`config.mk`:
```
export PLATFORM = sky130hd
export DESIGN_NAME = csa_accum
export DESIGN_NICKNAME = d
export VERILOG_FILES = /design/src/rtl/csa_accum.sv
export SDC_FILE = /design/constraint.sdc
export NUM_CORES = 1
export LEC_CHECK = 0
export ABC_AREA = 1
export CAP_MARGIN = 10
export CORE_MARGIN = 3
export CORE_UTILIZATION = 44
export CTS_CLUSTER_SIZE = 30
export DETAILED_ROUTE_END_ITERATION = 7
export GPL_ROUTABILITY_DRIVEN = 0
export PLACE_DENSITY = 0.65
export RECOVER_POWER = 50
export REMOVE_ABC_BUFFERS = 1
export SYNTH_ARGS = -nofsm -noshare
export SYNTH_HDL_FRONTEND = slang
export SYNTH_SLANG_ARGS = --single-unit
```
`constraint.sdc`:
```
create_clock -name clk -period 5.25 [get_ports clk]
set_input_delay 0.7875 -clock clk [delete_from_list [all_inputs] [get_ports clk]]
set_output_delay 0.7875 -clock clk [all_outputs]
set_load 0.01 [all_outputs]
```
`src/rtl/csa_accum.sv`:
```
// Carry-save accumulator: reduces NUM_OPS operands per beat plus the stored sum/carry pair
// through a 3:2 compressor tree, then resolves the total with one carry-propagate add on flush.
module csa_accum #(
    parameter int unsigned WIDTH     = 4,
    parameter int unsigned NUM_OPS   = 4,
    parameter int unsigned ACC_WIDTH = 12,
    parameter int unsigned CNT_WIDTH = 8
) (
    input  logic                       clk,
    input  logic                       rst_n,
    input  logic                       clr,
    input  logic                       in_valid,
    output logic                       in_ready,
    input  logic [NUM_OPS*WIDTH-1:0]   in_data,
    input  logic                       flush,
    output logic                       out_valid,
    input  logic                       out_ready,
    output logic [ACC_WIDTH-1:0]       out_sum,
    output logic [CNT_WIDTH-1:0]       out_cnt
);

    typedef enum logic [1:0] {StAcc, StResolve, StOut} state_e;

    localparam int unsigned NumVec  = NUM_OPS + 2;
    // Each 3:2 stage retires three slots and appends two, so the tree needs 3*NumVec-4 slots.
    localparam int unsigned NumSlot = 3 * NumVec - 4;

    state_e               state_q, state_d;
    logic [ACC_WIDTH-1:0] s_q, s_d, c_q, c_d;
    logic [CNT_WIDTH-1:0] cnt_q, cnt_d;
    logic [ACC_WIDTH-1:0] out_sum_q, out_sum_d;
    logic [CNT_WIDTH-1:0] out_cnt_q, out_cnt_d;

    logic [ACC_WIDTH-1:0] base_s, base_c;
    logic [CNT_WIDTH-1:0] base_cnt;
    logic [ACC_WIDTH-1:0] vec [NumSlot];
    logic [ACC_WIDTH-1:0] tree_s, tree_c;

    // clr takes effect before any beat arriving in the same cycle.
    assign base_s   = clr ? '0 : s_q;
    assign base_c   = clr ? '0 : c_q;
    assign base_cnt = clr ? '0 : cnt_q;

    always_comb begin
        for (int i = 0; i < int'(NumSlot); i++) begin
            vec[i] = '0;
        end
        for (int i = 0; i < int'(NUM_OPS); i++) begin
            vec[i] = ACC_WIDTH'(in_data[i*WIDTH +: WIDTH]);
        end
        vec[NUM_OPS]     = base_s;
        vec[NUM_OPS + 1] = base_c;
        for (int k = 0; k < int'(NumVec) - 2; k++) begin
            vec[int'(NumVec) + 2*k]     = vec[3*k] ^ vec[3*k+1] ^ vec[3*k+2];
            vec[int'(NumVec) + 2*k + 1] = ((vec[3*k] & vec[3*k+1]) |
                                           (vec[3*k] & vec[3*k+2]) |
                                           (vec[3*k+1] & vec[3*k+2])) << 1;
        end
        tree_s = vec[NumSlot-2];
        tree_c = vec[NumSlot-1];
    end

    always_comb begin
        state_d   = state_q;
        s_d       = s_q;
        c_d       = c_q;
        cnt_d     = cnt_q;
        out_sum_d = out_sum_q;
        out_cnt_d = out_cnt_q;
        unique case (state_q)
            StAcc: begin
                s_d   = base_s;
                c_d   = base_c;
                cnt_d = base_cnt;
                if (in_valid) begin
                    s_d   = tree_s;
                    c_d   = tree_c;
                    cnt_d = (&base_cnt) ? base_cnt : base_cnt + CNT_WIDTH'(1);
                end
                if (flush) begin
                    state_d = StResolve;
                end
            end
            StResolve: begin
                out_sum_d = s_q + c_q;
                out_cnt_d = cnt_q;
                s_d       = '0;
                c_d       = '0;
                cnt_d     = '0;
                state_d   = StOut;
            end
            StOut: begin
                if (out_ready) begin
                    state_d = StAcc;
                end
            end
            default: state_d = StAcc;
        endcase
    end

    always_ff @(posedge clk or negedge rst_n) begin
        if (!rst_n) begin
            state_q   <= StAcc;
            s_q       <= '0;
            c_q       <= '0;
            cnt_q     <= '0;
            out_sum_q <= '0;
            out_cnt_q <= '0;
        end else begin
            state_q   <= state_d;
            s_q       <= s_d;
            c_q       <= c_d;
            cnt_q     <= cnt_d;
            out_sum_q <= out_sum_d;
            out_cnt_q <= out_cnt_d;
        end
    end

    assign in_ready  = (state_q == StAcc);
    assign out_valid = (state_q == StOut);
    assign out_sum   = out_sum_q;
    assign out_cnt   = out_cnt_q;

endmodule

```
==> flow_metrics.env, run 1 <==
export IMPL_ys_ff_latch=54
export IMPL_die_area_um2=9890
export IMPL_crit_type="flop to output pin"
export IMPL_setup_violations=0
export IMPL_drc=0
export IMPL_dp_hpwl_um=6082
export IMPL_die_x_um=99.45
export IMPL_start_kind="flop"
export IMPL_netlist_top_cells_count="112 x nand2_1, 69 x inv_1, 60 x nor2_1"
export IMPL_yosysTopAreaCellShare_pct=35.17
export IMPL_path_delay_family="buffers and inverters"
export IMPL_wire_per_inst_um=12.89
export IMPL_core_um2=8341
export IMPL_fmax_mhz=259.3
export IMPL_nNetsFinal=592
export IMPL_ys_warn_count=0
export IMPL_crit_chain="clkinvlp_2, nand2_1, inv_2, clkdlybuf4s50_1"
export IMPL_worstPathBufferInverterCount=3
export IMPL_violations="capacitance limit, slew limit"
export IMPL_overflow=0
export IMPL_arrival_ps=3070
export IMPL_synth_area_leader_cell="dfrtp_1"
export IMPL_grt_pass1_vias=3275
export IMPL_placed_area_um2=4317
export IMPL_cts_resized=0
export IMPL_fin_tns_setup_ps=0
export IMPL_synth_edf_count=0
export IMPL_min_path_type="flop to flop"
export IMPL_finalHoldViolations=0
export IMPL_grt_util_met1_pct=25.15
export IMPL_placedCellCount=625
export IMPL_whs_ps=476.6
export IMPL_tightestPinTransition_ps=2846
export IMPL_clockBufferDepth=2
export IMPL_insertion_delay_ps=310
export IMPL_grt_max_degree=55
export IMPL_boundaryPins=44
export IMPL_cp_end_kind="output pin"
export IMPL_yosys_top_cells_area="dfrtp_1 35%, nand2_1 11%, fa_1 8.9%, ha_1 8.5%, inv_1 6.7%"
export IMPL_cts_buffers_inserted=5
export IMPL_clk_pin_slew_ps=100
export IMPL_async_reset_ff_share_pct=100.0
export IMPL_grt_use_met3_pct=2.244
export IMPL_drive_gt1_share_pct=5.871
export IMPL_n_antenna_cell=0
export IMPL_drv_slew=55
export IMPL_port_buffers=43
export IMPL_drtAntennaViolNets=0
export IMPL_finalCritPeriodShare_pct=73.45
export IMPL_busiest_layer="met2"
export IMPL_cp_required_ps=4460
export IMPL_vias=3252
export IMPL_max_vdd_ir_drop_v=0.0001561
export IMPL_pwr_density_cell_nw_per_um2=436.2
export IMPL_drt_iter0_markers=190
export IMPL_die_h_um=99.45
export IMPL_wl_um=8162
export IMPL_cp_slowest_cell="clkinvlp_2"
export IMPL_syn_area_um2=3842
export IMPL_slew_headroom_pct=-89.76
export IMPL_ctsHtreeMaxLevel=2
export IMPL_cap_violations=1
export IMPL_fin_area_um2=4414
export IMPL_critPathMaxStageDelay_ps=920
export IMPL_clkSinkCount=54
export IMPL_layoutNonFillerInstCount=633
export IMPL_synthFlopType="dfrtp_1"
export IMPL_track_usage_pct=18.02
export IMPL_start_util_pct=46.07
export IMPL_grt_pass1_wl_um=14840
export IMPL_clock_skew_ps=6.139
export IMPL_hold_buffers=0
export IMPL_num_rows=33
export IMPL_syn_area_per_cell_um2=7.794
export IMPL_synth_seq_area_share_pct=35.17
export IMPL_cts_root_buffer="clkbuf_8"
export IMPL_cp_max_fo=30
export IMPL_rsz0062_at_grt="no"
export IMPL_leakagePower_nw=2.254
export IMPL_drt_first_pass_iters=5
export IMPL_ys_types=33
export IMPL_status="finished with violations"
export IMPL_antenna_found_initial=0
export IMPL_routed_via_density=5.137
export IMPL_cts_tree="built"
export IMPL_yosysMostFrequentCell="nand2_1"
export IMPL_area_delta_synth_final_pct=14.88
export IMPL_fin_crit_ps=3856
export IMPL_met2_usage_pct=30.53
export IMPL_post_cts_buffers=0
export IMPL_fin_util_pct=52.93
export IMPL_syn_inst=493
## cell families after synthesis
logic type | after synthesis | synth area share (%)
adder cells (fa/ha/maj) | 43 | 17.32
XOR/XNOR | 5 | 1.140
AO/OA/AOI/OAI | 69 | 9.736
AND/OR/NAND/NOR | 225 | 26.21
buffers and inverters | 97 | 10.42
flip-flops | 54 | 35.17
## registers in the layout, summed over array words and instances, names as in the netlist
register  cells
out_cnt       8
cnt_q         8
out_sum      12
s_q          12
c_q          12
state_q       2
## through the flow
step	worst slack (ps)	total power, mW
after CTS	1908	1.947
after global routing	1139	2.128
after floorplan	2490	1.319
after global placement	1622	1.645
final	1394	1.925
after detailed placement	1587	1.677
## path summary, 6_finish.rpt
| path | slack (ps) | end | cells past startpoint | startpoint |
|---|---|---|---|---|
| max in group asynchronous | 2170 | s_q[3] | 2 | rst_n |
| hold reg to reg | 480 | out_sum[0] | 2 | out_sum[0] |
| min in group asynchronous | 1470 | out_cnt[5] | 2 | rst_n |
| hold / removal | 480 | out_sum[0] | 2 | out_sum[0] |
| setup / recovery | 1390 | in_ready | 4 | state_q[1] |
| setup reg to reg | 2640 | s_q[6] | 5 | state_q[1] |
## layout by cell type, fill, tap and decap left out, types with 2 or more instances in the layout
cell / n
nand3_1: 28
clkdlybuf4s50_1: 42
ha_1: 26
nor2_1: 61
nor2_8: 2
xor2_1: 5
fa_1: 17
inv_2: 7
nand2_2: 3
clkbuf_8: 7
dfrtp_1: 54
o22ai_1: 18
buf_4: 2
nand2_1: 112
nor2_4: 3
o21ai_1: 15
a21oi_1: 6
o211ai_1: 2
nand4_1: 8
o21ai_0: 27
inv_1: 70
## layer usage
layer | routed length (µm) | share of wire (%)
met3 | 327 | 4.0
met1 | 3894 | 48
met4 | 53 | 0.65
met2 | 3885 | 48
met5 | 0 | 0
## report_power, final
group	total, mW	internal (mW)	switching (mW)
combinational	1.02	0.403	0.621
clock	0.265	0.121	0.144
sequential	0.637	0.548	0.0885
## cell type report
type | count | area, µm²
fillers | 829 | 3926
repair buffers | 46 | 444.2
inverters | 78 | 294.0
flip-flops and latches | 54 | 1351
well taps | 105 | 131.4
clock inverters | 1 | 8.758
clock buffers | 7 | 96.34
multi-input cells | 342 | 2088
## worst reg2reg max path: stages, from the launching register on
cell	delay, ps
dfrtp_1	540
clkinvlp_2	930
nand2_1	420
inv_2	300
o21ai_0	190
o22ai_1	100
Power figures use the tool's default switching activity.
==> run 2, diff against run 1 <==
==> constraint.sdc (replaced) <==
create_clock -name clk -period 3.85 [get_ports clk]
set_input_delay 0.5775 -clock clk [delete_from_list [all_inputs] [get_ports clk]]
set_output_delay 0.5775 -clock clk [all_outputs]
set_load 0.01 [all_outputs]
==> flow_metrics.env, run 2 (same netlist as run 1, synthesis figures left out) <==
export IMPL_violations="capacitance limit"
export IMPL_clockBufferDepth=2
export IMPL_cp_max_fo=9
export IMPL_routed_via_density=5.062
export IMPL_power_internal_mw=1.440
export IMPL_drv_slew=0
export IMPL_crit_path_end="s_q[3]"
export IMPL_status="finished with violations"
export IMPL_cap_violations=1
export IMPL_num_rows=33
export IMPL_fin_tns_setup_ps=0
export IMPL_leakagePower_nw=2.274
export IMPL_clkSinkCount=54
export IMPL_critPathMaxStageDelay_ps=600
export IMPL_cp_num_cells=9
export IMPL_crit_chain="clkdlybuf4s50_1, nor2_1, fa_1, fa_1, inv_1, fa_1, nand2_1, o211ai_1, o21ai_1"
export IMPL_min_path_type="flop to flop"
export IMPL_vias=3209
export IMPL_fin_crit_ps=3006
export IMPL_crit_type="primary input to flop"
export IMPL_clk_pin_slew_ps=90
export IMPL_finalHoldViolations=0
export IMPL_drt_first_pass_iters=5
export IMPL_setup_worst_path_start="clr"
export IMPL_cp_slowest_cell="clkdlybuf4s50_1"
export IMPL_core_um2=8341
export IMPL_path_delay_family="adder cells"
export IMPL_finalCritPeriodShare_pct=78.09
export IMPL_arrival_ps=3190
export IMPL_ctsHtreeMaxLevel=2
export IMPL_p_sw_share_pct=44.42
export IMPL_reg2reg_depth=9
export IMPL_layout_commonest_cell="nand2_1"
export IMPL_clock_skew_ps=6.870
export IMPL_fin_util_pct=52.88
export IMPL_grt_max_degree=34
export IMPL_insertion_delay_ps=300
export IMPL_worstPathBufferInverterCount=2
export IMPL_cts_root_buffer="clkbuf_8"
export IMPL_drc=0
export IMPL_start_util_pct=46.07
export IMPL_p_switching_mw=1.151
export IMPL_wire_per_inst_um=12.83
export IMPL_antenna_found_initial=0
export IMPL_tightestPinTransition_ps=1490
export IMPL_drtAntennaViolNets=0
export IMPL_placed_area_um2=4324
export IMPL_hold_buffers=0
export IMPL_drt_iter0_markers=174
export IMPL_boundaryPins=44
export IMPL_overflow=0
export IMPL_drive_gt1_share_pct=6.049
export IMPL_grt_pass1_wl_um=14410
export IMPL_rsz0062_at_grt="no"
export IMPL_worst_path_most_repeated_cell="fa_1"
export IMPL_die_h_um=99.45
export IMPL_cp_end_kind="flop"
export IMPL_cts_buffers_inserted=5
export IMPL_r2r_start="s_q[3]"
export IMPL_cts_resized=0
export IMPL_cts_tree="built"
export IMPL_die_area_um2=9890
export IMPL_n_antenna_cell=0
export IMPL_final_cell_mix="112 x nand2_1, 69 x inv_1, 60 x nor2_1, 54 x dfrtp_1, 32 x clkdlybuf4s50_1"
export IMPL_power_frac_comb_pct=53.7
export IMPL_p_clk_share_pct=12.6
export IMPL_post_cts_buffers=0
export IMPL_setup_violations=0
export IMPL_grt_pass1_vias=3165
export IMPL_nNetsFinal=593
export IMPL_wl_um=8137
export IMPL_max_vdd_ir_drop_v=0.0002780
export IMPL_dp_hpwl_um=6291
export IMPL_start_kind="primary input"
export IMPL_pwr_share_seq_pct=33.6
export IMPL_die_x_um=99.45
export IMPL_track_usage_pct=17.67
export IMPL_whs_ps=483.0
export IMPL_pwr_density_cell_nw_per_um2=587.3
export IMPL_r2r_end="s_q[3]"
export IMPL_fmax_mhz=332.6
export IMPL_area_delta_synth_final_pct=14.78
export IMPL_slew_headroom_pct=0.6689
export IMPL_fin_area_um2=4410
export IMPL_rrSetupSlack_ps=1400
export IMPL_port_buffers=43
export IMPL_num_fill_cells=803
export IMPL_cp_required_ps=4030
[run 2: metrics by stage]
step | setup WS [ps] | instances | total power, mW
3_3_place_gp | 591.9 | 626 | 2.259
2_1_floorplan | 1300 | 474 | 1.798
4_1_cts | 836.4 | 634 | 2.633
3_5_place_dp | 514.9 | 626 | 2.298
6_report | 843.7 | 634 | 2.590
5_1_grt | 644.0 | 634 | 2.872
[run 2: layout make-up]
| cell class | instances | area [µm²] | area share [%] |
|---|---|---|---|
| clock inverters | 1 | 5.005 | 0.1135 |
| repair buffers | 47 | 450.4 | 10.21 |
| well taps | 105 | 131.4 | 2.979 |
| inverters | 78 | 295.3 | 6.695 |
| clock buffers | 7 | 86.33 | 1.957 |
| flip-flops and latches | 54 | 1351 | 30.64 |
| multi-input cells | 342 | 2091 | 47.40 |
[run 2: layer usage]
layer | track usage (%) | vias up | part of all wire, %
met1 | 25.58 | 1520 | 49
met4 | 3.361 | 0 | 0.59
met2 | 28.51 | 51 | 47
met3 | 2.595 | 5 | 3.6
li1 | - | 1633 | -
met5 | 0 | - | 0
[run 2: worst register-to-register path: stages, from the launching register on]
cell and delay (ps):
dfrtp_1 370, inv_1 60, nor2_1 170, fa_1 460, fa_1 490, inv_1 50
fa_1 500, nand2_1 50, o211ai_1 90, o21ai_1 90
[run 2: power by group through the flow]
| stage | Combinational (mW) | Clock, mW | Sequential, mW |
|---|---|---|---|
| floorplan | 0.909 | 0 | 0.889 |
| global placement | 1.38 | 0 | 0.879 |
| detailed placement | 1.41 | 0 | 0.886 |
| CTS | 1.42 | 0.337 | 0.876 |
| global route | 1.61 | 0.358 | 0.899 |
| finish | 1.39 | 0.327 | 0.871 |
[run 2: worst min path at each step]
stage | start | end | cells past startpoint
global placement | out_cnt[7] | out_cnt[7] | 2
floorplan | rst_n | c_q[0] | 0
global route | out_sum[1] | out_sum[1] | 2
finish | out_sum[7] | out_sum[7] | 2
CTS | rst_n | cnt_q[4] | 1
detailed placement | out_sum[7] | out_sum[7] | 2
==> run 3, diff against run 2 <==
--- a/config.mk
+++ b/config.mk
@@ -12,7 +12,7 @@
 export CTS_CLUSTER_SIZE = 30
 export DETAILED_ROUTE_END_ITERATION = 7
 export GPL_ROUTABILITY_DRIVEN = 0
-export PLACE_DENSITY = 0.65
+export PLACE_DENSITY = 0.68
 export RECOVER_POWER = 50
 export REMOVE_ABC_BUFFERS = 1
 export SYNTH_ARGS = -nofsm -noshare
==> constraint.sdc (replaced) <==
create_clock -name clk -period 2.6 [get_ports clk]
set_input_delay 0.39 -clock clk [delete_from_list [all_inputs] [get_ports clk]]
set_output_delay 0.39 -clock clk [all_outputs]
set_load 0.01 [all_outputs]
==> flow_metrics.env, run 3 (same netlist as run 1, synthesis figures left out) <==
export IMPL_status="finished with violations"
export IMPL_violations="capacitance limit"
export IMPL_start_kind="flop"
export IMPL_min_path_type="primary input to async pin"
export IMPL_track_usage_pct=18.59
export IMPL_insertion_delay_ps=310
export IMPL_die_area_um2=9890
export IMPL_arrival_ps=2690
export IMPL_cts_tree="built"
export IMPL_worst_path_most_repeated_cell="fa_1"
export IMPL_dp_hpwl_um=6499
export IMPL_grt_pass1_vias=3310
export IMPL_path_delay_family="adder cells"
export IMPL_crit_chain="inv_1, nor2_4, fa_1, fa_1, inv_1, fa_1, nand2_1, o211ai_1, o21ai_1"
export IMPL_die_x_um=99.45
export IMPL_cp_slowest_cell="fa_1"
export IMPL_drc=0
export IMPL_max_vdd_ir_drop_v=0.0003316
export IMPL_setup_violations=0
export IMPL_clkSinkCount=54
export IMPL_power_total_mw=3.933
export IMPL_ctsHtreeMaxLevel=2
export IMPL_clockBufferDepth=2
export IMPL_rsz0062_at_grt="no"
export IMPL_slew_headroom_pct=0.7896
export IMPL_num_rows=33
export IMPL_core_um2=8341
export IMPL_hold_buffers=0
export IMPL_clk_pin_slew_ps=100
export IMPL_leakagePower_nw=2.305
export IMPL_area_delta_synth_final_pct=17.06
export IMPL_overflow=0
export IMPL_die_h_um=99.45
export IMPL_cp_max_fo=2
export IMPL_finalHoldViolations=0
export IMPL_drv_slew=0
export IMPL_layout_commonest_cell="nand2_1"
export IMPL_cap_violations=1
export IMPL_drt_iter0_markers=100
export IMPL_tightestPinTransition_ps=1488
export IMPL_drive_gt1_share_pct=8.380
export IMPL_final_cell_mix="112 x nand2_1, 69 x inv_1, 57 x nor2_1, 54 x dfrtp_1, 40 x clkdlybuf4s50_1"
export IMPL_fmax_mhz=401.2
export IMPL_wl_um=8424
export IMPL_critPathMaxStageDelay_ps=560
export IMPL_wire_per_inst_um=13.12
export IMPL_clock_skew_ps=6.196
export IMPL_pwr_density_cell_nw_per_um2=874.5
export IMPL_cp_end_kind="flop"
export IMPL_fin_crit_ps=2493
export IMPL_boundaryPins=44
export IMPL_cp_required_ps=2800
export IMPL_grt_pass1_wl_um=15160
export IMPL_reg2reg_depth=9
export IMPL_drtAntennaViolNets=0
export IMPL_cp_num_cells=9
export IMPL_routed_via_density=5.070
export IMPL_n_antenna_cell=0
export IMPL_cts_buffers_inserted=5
export IMPL_start_util_pct=46.07
export IMPL_port_buffers=43
export IMPL_worstPathBufferInverterCount=2
export IMPL_nNetsFinal=601
export IMPL_vias=3255
export IMPL_drt_first_pass_iters=4
export IMPL_num_fill_cells=773
export IMPL_cts_root_buffer="clkbuf_8"
export IMPL_antenna_found_initial=0
export IMPL_fin_util_pct=53.93
export IMPL_crit_type="flop to flop"
export IMPL_finalCritPeriodShare_pct=95.87
export IMPL_grt_max_degree=30
## run 3: cell types whose count changed in the layout (fill, tap and decap cells not counted), sizes merged
cell and delta:
dlygate4sd3 -10, buf +8, clkdlybuf4s50 +8, clkbuf -1, clkinvlp +1, dlygate4sd2 +1, dlymetal6s2s +1
## run 3: per-layer routing
| metal | track usage [%] | vias to the layer above | wire [µm] |
|---|---|---|---|
| met3 | 2.314 | 10 | 286 |
| met4 | 5.777 | 0 | 142 |
| met5 | 0 | - | 0 |
| met2 | 29.91 | 53 | 4014 |
| met1 | 26.27 | 1538 | 3981 |
| li1 | - | 1654 | - |
## run 3: cell type report
class                   instances  area, µm²  share of cell area [%]
clock buffers                   6      82.58                   1.836
inverters                      78      295.3                   6.565
well taps                     105      131.4                   2.921
multi-input cells             342       2108                   46.87
repair buffers                 55      516.7                   11.49
clock inverters                 2      12.51                  0.2782
flip-flops and latches         54       1351                   30.04
## run 3: worst paths after layout
| check | start | to | slack, ps |
|---|---|---|---|
| setup / recovery | c_q[3] | s_q[3] | 110 |
| max in group asynchronous | rst_n | c_q[5] | 800 |
| min in group clk | out_sum[0] | out_sum[0] | 480 |
| hold reg to reg | out_sum[0] | out_sum[0] | 480 |
| hold / removal | rst_n | out_cnt[5] | 410 |
| setup reg to reg | c_q[3] | s_q[3] | 110 |
## run 3: report_power, final
| part | total [mW] | internal, mW | switching, mW |
|---|---|---|---|
| sequential | 1.28 | 1.11 | 0.175 |
| combinational | 2.15 | 0.863 | 1.29 |
| clock | 0.498 | 0.215 | 0.283 |
| total | 3.93 | 2.18 | 1.75 |
## run 3: timing repair
action                     in CTS  in global routing
buffers inserted                1                  1
setup endpoints to repair       4                  2
resized for setup               8                  2
pin swaps                       3                  0
## run 3: per-stage QoR
stage          hold WS [ps]  setup WS (ps)  instances  cell area [µm²]  TNS, ps
2_1_floorplan         94.41          237.3        474             3737        0
3_3_place_gp          446.5         -380.5        632             4382    -2502
3_5_place_dp          459.2         -448.9        632             4382    -2989
4_1_cts               120.2          76.04        641             4507        0
5_1_grt               505.1          3.802        642             4498        0
6_report              411.9          107.3        642             4498        0
